File: src/rtl/sqrt_arbiter_pkg.sv
// Shared types and sizing helpers for the square-root arbiter and its
// round-robin selector.
package sqrt_arbiter_pkg;

    typedef enum logic [1:0] {
        IDLE,
        LAUNCH,
        WAIT,
        RESP
    } sqrt_arb_state_t;

    function automatic int sqrt_arb_id_bits(input int num_req);
        return (num_req > 1) ? $clog2(num_req) : 1;
    endfunction

    localparam int SQRT_ARB_NUM_REQ_DEF = 4;
    localparam int SQRT_ARB_ID_BITS     = sqrt_arb_id_bits(SQRT_ARB_NUM_REQ_DEF);

endpackage

File: src/rtl/IntSqrt.sv
// Iterative integer square-root engine: one result bit pair per enabled cycle,
// done held high from completion until the next trigger is accepted.
module IntSqrt #(
    parameter int NUM_BITS = 16
) (
    input  logic                clk,
    input  logic                reset,
    input  logic                en,
    input  logic                trigger,
    input  logic [NUM_BITS-1:0] num_in,
    output logic                rdy,
    output logic                done,
    output logic [NUM_BITS-1:0] sqrt_out
);

    localparam int HALF = (NUM_BITS + 1) / 2;
    localparam int W    = 2 * HALF;

    logic [W-1:0] x_q, x_d;
    logic [W-1:0] res_q, res_d;
    logic [W-1:0] bit_q, bit_d;
    logic         busy_q, busy_d;
    logic         done_q, done_d;
    logic [W-1:0] trial;

    always_comb begin
        x_d    = x_q;
        res_d  = res_q;
        bit_d  = bit_q;
        busy_d = busy_q;
        done_d = done_q;
        trial  = res_q + bit_q;
        if (busy_q) begin
            // Digit recurrence: res carries the partial root shifted left by the remaining bit position.
            if (x_q >= trial) begin
                x_d   = x_q - trial;
                res_d = (res_q >> 1) + bit_q;
            end else begin
                res_d = res_q >> 1;
            end
            bit_d = bit_q >> 2;
            if (bit_q == W'(1)) begin
                busy_d = 1'b0;
                done_d = 1'b1;
            end
        end else if (trigger) begin
            x_d    = W'(num_in);
            res_d  = '0;
            bit_d  = W'(1) << (W - 2);
            busy_d = 1'b1;
            done_d = 1'b0;
        end
    end

    always_ff @(posedge clk) begin
        if (reset) begin
            x_q    <= '0;
            res_q  <= '0;
            bit_q  <= '0;
            busy_q <= 1'b0;
            done_q <= 1'b0;
        end else if (en) begin
            x_q    <= x_d;
            res_q  <= res_d;
            bit_q  <= bit_d;
            busy_q <= busy_d;
            done_q <= done_d;
        end
    end

    assign rdy      = ~busy_q;
    assign done     = done_q;
    assign sqrt_out = res_q[NUM_BITS-1:0];

endmodule

File: src/rtl/sqrt_arbiter_rr_pick.sv
// Combinational round-robin selector: first set request at or after ptr,
// scanning upward and wrapping at NUM_REQ.
module rr_pick
    import sqrt_arbiter_pkg::*;
#(
    parameter int NUM_REQ = 4,
    parameter int ID_BITS = sqrt_arb_id_bits(NUM_REQ)
) (
    input  logic [NUM_REQ-1:0] req,
    input  logic [ID_BITS-1:0] ptr,
    output logic [ID_BITS-1:0] idx,
    output logic               found
);

    int unsigned cand;

    always_comb begin
        idx   = '0;
        found = 1'b0;
        cand  = 0;
        for (int unsigned i = 0; i < NUM_REQ; i++) begin
            cand = int'(ptr) + i;
            if (cand >= NUM_REQ) begin
                cand = cand - NUM_REQ;
            end
            if (!found && req[cand]) begin
                idx   = ID_BITS'(cand);
                found = 1'b1;
            end
        end
    end

endmodule

File: src/rtl/sqrt_arbiter.sv
// Round-robin arbiter sharing one IntSqrt engine among NUM_REQ requesters;
// one request in flight, result held until the winner acknowledges.
module sqrt_arbiter
    import sqrt_arbiter_pkg::*;
#(
    parameter int NUM_REQ  = 4,
    parameter int NUM_BITS = 16
) (
    input  logic                          clk,
    input  logic                          reset,
    input  logic                          clk_en,
    input  logic [NUM_REQ-1:0]            req_valid,
    input  logic [NUM_REQ*NUM_BITS-1:0]   req_num,
    output logic [NUM_REQ-1:0]            req_rdy,
    output logic [NUM_REQ-1:0]            resp_valid,
    output logic [NUM_BITS-1:0]           resp_sqrt,
    output logic [$clog2(NUM_REQ)-1:0]    resp_id,
    input  logic [NUM_REQ-1:0]            resp_ack,
    output logic                          busy
);

    localparam int ID_BITS = sqrt_arb_id_bits(NUM_REQ);

    sqrt_arb_state_t     state_q, state_d;
    logic [ID_BITS-1:0]  rr_ptr_q, rr_ptr_d;
    logic [ID_BITS-1:0]  id_q, id_d;
    logic [NUM_BITS-1:0] op_q, op_d;
    logic [NUM_BITS-1:0] res_q, res_d;

    logic [ID_BITS-1:0]  pick_idx;
    logic                pick_found;
    logic [NUM_BITS-1:0] op_sel;
    logic [NUM_REQ-1:0]  pick_onehot;
    logic [NUM_REQ-1:0]  id_onehot;
    logic                ack_hit;

    logic                eng_trigger;
    logic                eng_rdy;
    logic                eng_done;
    logic [NUM_BITS-1:0] eng_sqrt;

    rr_pick #(
        .NUM_REQ (NUM_REQ),
        .ID_BITS (ID_BITS)
    ) u_rr_pick (
        .req   (req_valid),
        .ptr   (rr_ptr_q),
        .idx   (pick_idx),
        .found (pick_found)
    );

    IntSqrt #(
        .NUM_BITS (NUM_BITS)
    ) u_int_sqrt (
        .clk      (clk),
        .reset    (~reset),
        .en       (clk_en),
        .trigger  (eng_trigger),
        .num_in   (op_q),
        .rdy      (eng_rdy),
        .done     (eng_done),
        .sqrt_out (eng_sqrt)
    );

    // Constant-index decode of the winner and the served id avoids variable part-selects.
    always_comb begin
        op_sel      = '0;
        pick_onehot = '0;
        id_onehot   = '0;
        for (int unsigned i = 0; i < NUM_REQ; i++) begin
            if (pick_idx == ID_BITS'(i)) begin
                op_sel         = req_num[i*NUM_BITS +: NUM_BITS];
                pick_onehot[i] = 1'b1;
            end
            if (id_q == ID_BITS'(i)) begin
                id_onehot[i] = 1'b1;
            end
        end
        ack_hit = |(resp_ack & id_onehot);
    end

    always_comb begin
        state_d     = state_q;
        rr_ptr_d    = rr_ptr_q;
        id_d        = id_q;
        op_d        = op_q;
        res_d       = res_q;
        req_rdy     = '0;
        resp_valid  = '0;
        resp_sqrt   = '0;
        resp_id     = '0;
        eng_trigger = 1'b0;
        busy        = (state_q != IDLE);

        case (state_q)
            IDLE: begin
                if (pick_found) begin
                    if (clk_en) begin
                        req_rdy = pick_onehot;
                    end
                    op_d    = op_sel;
                    id_d    = pick_idx;
                    state_d = LAUNCH;
                end
            end
            LAUNCH: begin
                eng_trigger = 1'b1;
                if (eng_rdy) begin
                    state_d = WAIT;
                end
            end
            WAIT: begin
                if (eng_done) begin
                    res_d   = eng_sqrt;
                    state_d = RESP;
                end
            end
            RESP: begin
                resp_valid = id_onehot;
                resp_sqrt  = res_q;
                resp_id    = id_q;
                if (ack_hit) begin
                    rr_ptr_d = (id_q == ID_BITS'(NUM_REQ - 1)) ? '0 : id_q + ID_BITS'(1);
                    state_d  = IDLE;
                end
            end
            default: begin
                state_d = IDLE;
            end
        endcase
    end

    always_ff @(posedge clk) begin
        if (!reset) begin
            state_q  <= IDLE;
            rr_ptr_q <= '0;
            id_q     <= '0;
            op_q     <= '0;
            res_q    <= '0;
        end else if (clk_en) begin
            state_q  <= state_d;
            rr_ptr_q <= rr_ptr_d;
            id_q     <= id_d;
            op_q     <= op_d;
            res_q    <= res_d;
        end
    end

endmodule

File: config.mk
export PLATFORM = sky130hd
export DESIGN_NAME = sqrt_arbiter
export DESIGN_NICKNAME = d
export VERILOG_FILES = /design/src/rtl/sqrt_arbiter_pkg.sv /design/src/rtl/IntSqrt.sv /design/src/rtl/sqrt_arbiter_rr_pick.sv /design/src/rtl/sqrt_arbiter.sv
export SDC_FILE = /design/constraint.sdc
export NUM_CORES = 1
export LEC_CHECK = 0
export ABC_AREA = 1
export CORE_MARGIN = 5
export CORE_UTILIZATION = 35
export DETAILED_ROUTE_END_ITERATION = 8
export HOLD_SLACK_MARGIN = 0.1
export MAX_ROUTING_LAYER = met4
export PLACE_DENSITY = 0.54
export SETUP_SLACK_MARGIN = 0.05
export SYNTH_ARGS = -nofsm -noshare
export SYNTH_HDL_FRONTEND = slang
export SYNTH_HIERARCHICAL = 1
export SYNTH_SLANG_ARGS = --single-unit
File: constraint.sdc
create_clock -name clk -period 4.1 [get_ports clk]
set_clock_uncertainty 0.05 [all_clocks]
set_input_delay 0.41 -clock clk [delete_from_list [all_inputs] [get_ports clk]]
set_output_delay 0.41 -clock clk [all_outputs]
set_load 0.01 [all_outputs]
==> results.tsv <==
metric	value	unit
status	complete, no violations	
routed vias/inst	4.84	
setup TNS	0	ps
crit path to	u_int_sqrt/x_q[5]	
Core Area	0.0185	mm^2
Clk Latency, worst-skew pair	340	ps
Yosys top cell area share	0.246	
fraction of layout cells with a size suffix above 1	0.0653	
Critical Path Max Stage Delay	440	ps
max-cap violations	0	
Die Ht	147	um
most common cell in the netlist	nand2_1	
area delta synth->final	23.1	%
DRC viols	0	
vias in the first global route	6082	
RR Startpoint	u_int_sqrt/sqrt_out[8]	
synthesized area	0.00652	mm^2
Clock Sinks	80	
First DRT Iteration DRCs	448	
type of the tightest min-delay check	reg -> reg	
worst slew pin tran	1130	ps
post-route setup slack	394	ps
CTS max path bufs	2	
Seq/Total Area, Yosys	0.246	
peak supply drop	449	uV
H-tree levels	3	
CTS Root Cell	clkbuf_16	
grt ovf	0	
Setup crit start	u_int_sqrt/sqrt_out[8]	
slew margin rel.	0.245	
pwr dens	681	mW/mm^2
Final ANT Viol Nets	0	
ys async rst share	0	
worst path required time	4280	ps
Distinct cells, synth	44	
largest net degree at the start of global routing	38	
Reg2Reg Depth	19	
DP Wirelength	14900	um
synth top area cells	dfxtp_1 25%, nand2_1 20%, inv_1 8.2%, ha_1 8.1%, a21oi_1 6.5%	
Setup WS pre-CTS	315	ps
DR WL/cell	13.7	um
FP Rows	50	
chip width	147	um
Filler Cells Inserted	2024	
Worst setup SP type	flip-flop	
Vias	6770	
most frequent cells after synthesis	349 x nand2_1, 143 x inv_1, 85 x a21oi_1, 80 x dfxtp_1, 79 x nand3_1	
placer congestion estimate	0.869	
Max FO, Critical Path	17	
top achievable clock speed	0.270	GHz
# setup viols final	0	
Syn Inst Count	1070	
Num CTS Buffers	9	
initial antenna violation count	0	
register clock-pin slew on the reported worst setup and hold paths	60	ps
I/O pin count	102	
CTS tree	yes	
CP arrival	3890	ps
worst reg2reg setup slack	390	ps
final critical-path share of the clock period	0.904	
crit end category	flip-flop	
Antenna diodes	0	
Setup Fix Bufs, Post-CTS	0	
syn avg cell area	6.10	um^2
Worst R2R End	u_int_sqrt/x_q[5]	
Yosys reg bits	80	
starting density of the core	0.352	
Total GRT Usage	0.180	
leading area contributor after synthesis	dfxtp_1	
Post-synth top flop	dfxtp_1	
RSZ-0062 raised after global routing	no	
port buffer count	101	
DRT Pass-1 Iters	7	
Fin. Hold Viols	0	
Routed Wire Length	19100	um
post-cts sizing count	0	
first-pass GRT wire length	31000	um
Nets	1277	
Synthesized Nets	1188	
Post-synth EDFFs	0	
Hold Buf Count CTS	0	
Final min period	3710	ps
Ys Warns	6	
Lkg Pwr	3.78	nW
worst-path cell chain	ha_1 -> nand2_1 -> o21ai_0 -> nand2_1 -> nand2_1 -> nand2_1 -> nand2_1 -> xnor2_1 -> ha_1 -> nand2_2 -> nor3_4 -> and2_1 -> nand2_4 -> nand2_8 -> nand2_8 -> nand2_4 -> inv_1 -> nor2_1 -> nor2_1	
Die ar.	0.0215	mm^2
Crit Path Category	reg -> reg	
fin. max-slew vios	0	
Most Frequent Cell on Critical Path	nand2_1	
CP max stage cell	o21ai_0	
-- report_power, final --
| group | switching, mW | internal [mW] | leakage [nW] | total [mW] |
|---|---|---|---|---|
| combinational | 2.34 | 1.31 | 2.99 | 3.65 |
| clock | 0.331 | 0.426 | 0.136 | 0.757 |
| sequential | 0.149 | 0.911 | 0.651 | 1.06 |
| total | 2.82 | 2.65 | 3.78 | 5.46 |
-- worst min path at each step --
stage          startpoint   endpoint  slack, ps  cells past startpoint
2_1_floorplan   res_q[10]  res_q[10]        370                      2
3_3_place_gp     res_q[3]   res_q[3]        380                      2
3_5_place_dp     res_q[9]   res_q[9]        390                      2
4_1_cts         res_q[13]  res_q[13]        400                      2
5_1_grt          res_q[9]   res_q[9]        410                      2
6_report         res_q[6]   res_q[6]        390                      2
-- layout by cell type (no fill, tap or decap), types with 2 or more instances in the layout --
| cell type | n |
|---|---|
| nand2_1 | 349 |
| inv_1 | 143 |
| clkdlybuf4s50_1 | 101 |
| a21oi_1 | 84 |
| dfxtp_1 | 80 |
| nand3_1 | 79 |
| nor2_1 | 66 |
| o21ai_0 | 44 |
| ha_1 | 42 |
| a31oi_1 | 18 |
| and3_1 | 16 |
| nand2_2 | 15 |
| buf_4 | 13 |
| xnor2_1 | 12 |
| xor2_1 | 12 |
| o21ai_1 | 10 |
| clkbuf_16 | 9 |
| inv_2 | 8 |
| nand3b_1 | 7 |
| nor3_1 | 5 |
| nand4_1 | 5 |
| nand3_2 | 5 |
| nand2_4 | 5 |
| and2_1 | 4 |
| nor2_4 | 3 |
| clkinv_2 | 3 |
| nor2_2 | 2 |
| or2_2 | 2 |
| a21oi_2 | 2 |
| nand2_8 | 2 |
| nor4_1 | 2 |
-- kinds of logic (layout without fill, tap and decap cells) --
logic type,after synthesis,after routing,share of synthesized area
adder cells (fa/ha/maj),43,43,0.0836
AO/OA/AOI/OAI,166,166,0.137
flip-flops,80,80,0.246
buffers and inverters,188,282,0.114
AND/OR/NAND/NOR,569,569,0.387
XOR/XNOR,24,24,0.0322
-- worst max-delay path, delay by kind of cell (launching register included) --
kind	cells	cell delay, ps
xor+xnor	1	70
fa+ha+maj	2	760
flops	1	410
compound gates	1	440
buf+inv	1	150
simple gates	14	1710
-- cell type report --
type	instances	area [um^2]	share of cell area
Sequential cell	80	1600	0.200
Clock inverter	5	31.3	0.00390
Inverter	152	571	0.0711
Clock buffer	11	243	0.0302
Tap cell	234	293	0.0365
Multi-Input combinational cell	802	4180	0.521
Timing Repair Buffer	114	1110	0.138
-- sequential cells by signal, indices dropped and copies added, names as in the netlist --
signal               flops
u_int_sqrt/sqrt_out     16
u_int_sqrt/bit_q         8
res_q                   16
u_int_sqrt/busy_q        1
state_q                  2
id_q                     2
u_int_sqrt/done          1
u_int_sqrt/x_q          16
rr_ptr_q                 2
op_q                    16
-- routing by layer --
| metal | global-route usage | up-vias | part of all wire | wire, um |
|---|---|---|---|---|
| met5 | - | - | 0 | 0 |
| met1 | 0.233 | 3050 | 0.48 | 9210 |
| li1 | - | 3584 | - | - |
| met4 | 0.0409 | 0 | 0.012 | 229 |
| met3 | 0.0258 | 18 | 0.035 | 666 |
| met2 | 0.298 | 118 | 0.47 | 9020 |
-- metrics by stage --
stage	util	power (mW)	cell area [um^2]	hold WS (ps)	cells
floorplan	-	3.90	6520	374	1070
global placement	0.418	4.72	7750	383	1382
detailed placement	0.418	4.70	7750	387	1382
CTS	0.433	5.48	8020	397	1398
global route	0.433	6.01	8030	409	1398
finish	0.433	5.46	8030	394	1398
Note: power is estimated with default switching activity, not from simulation.
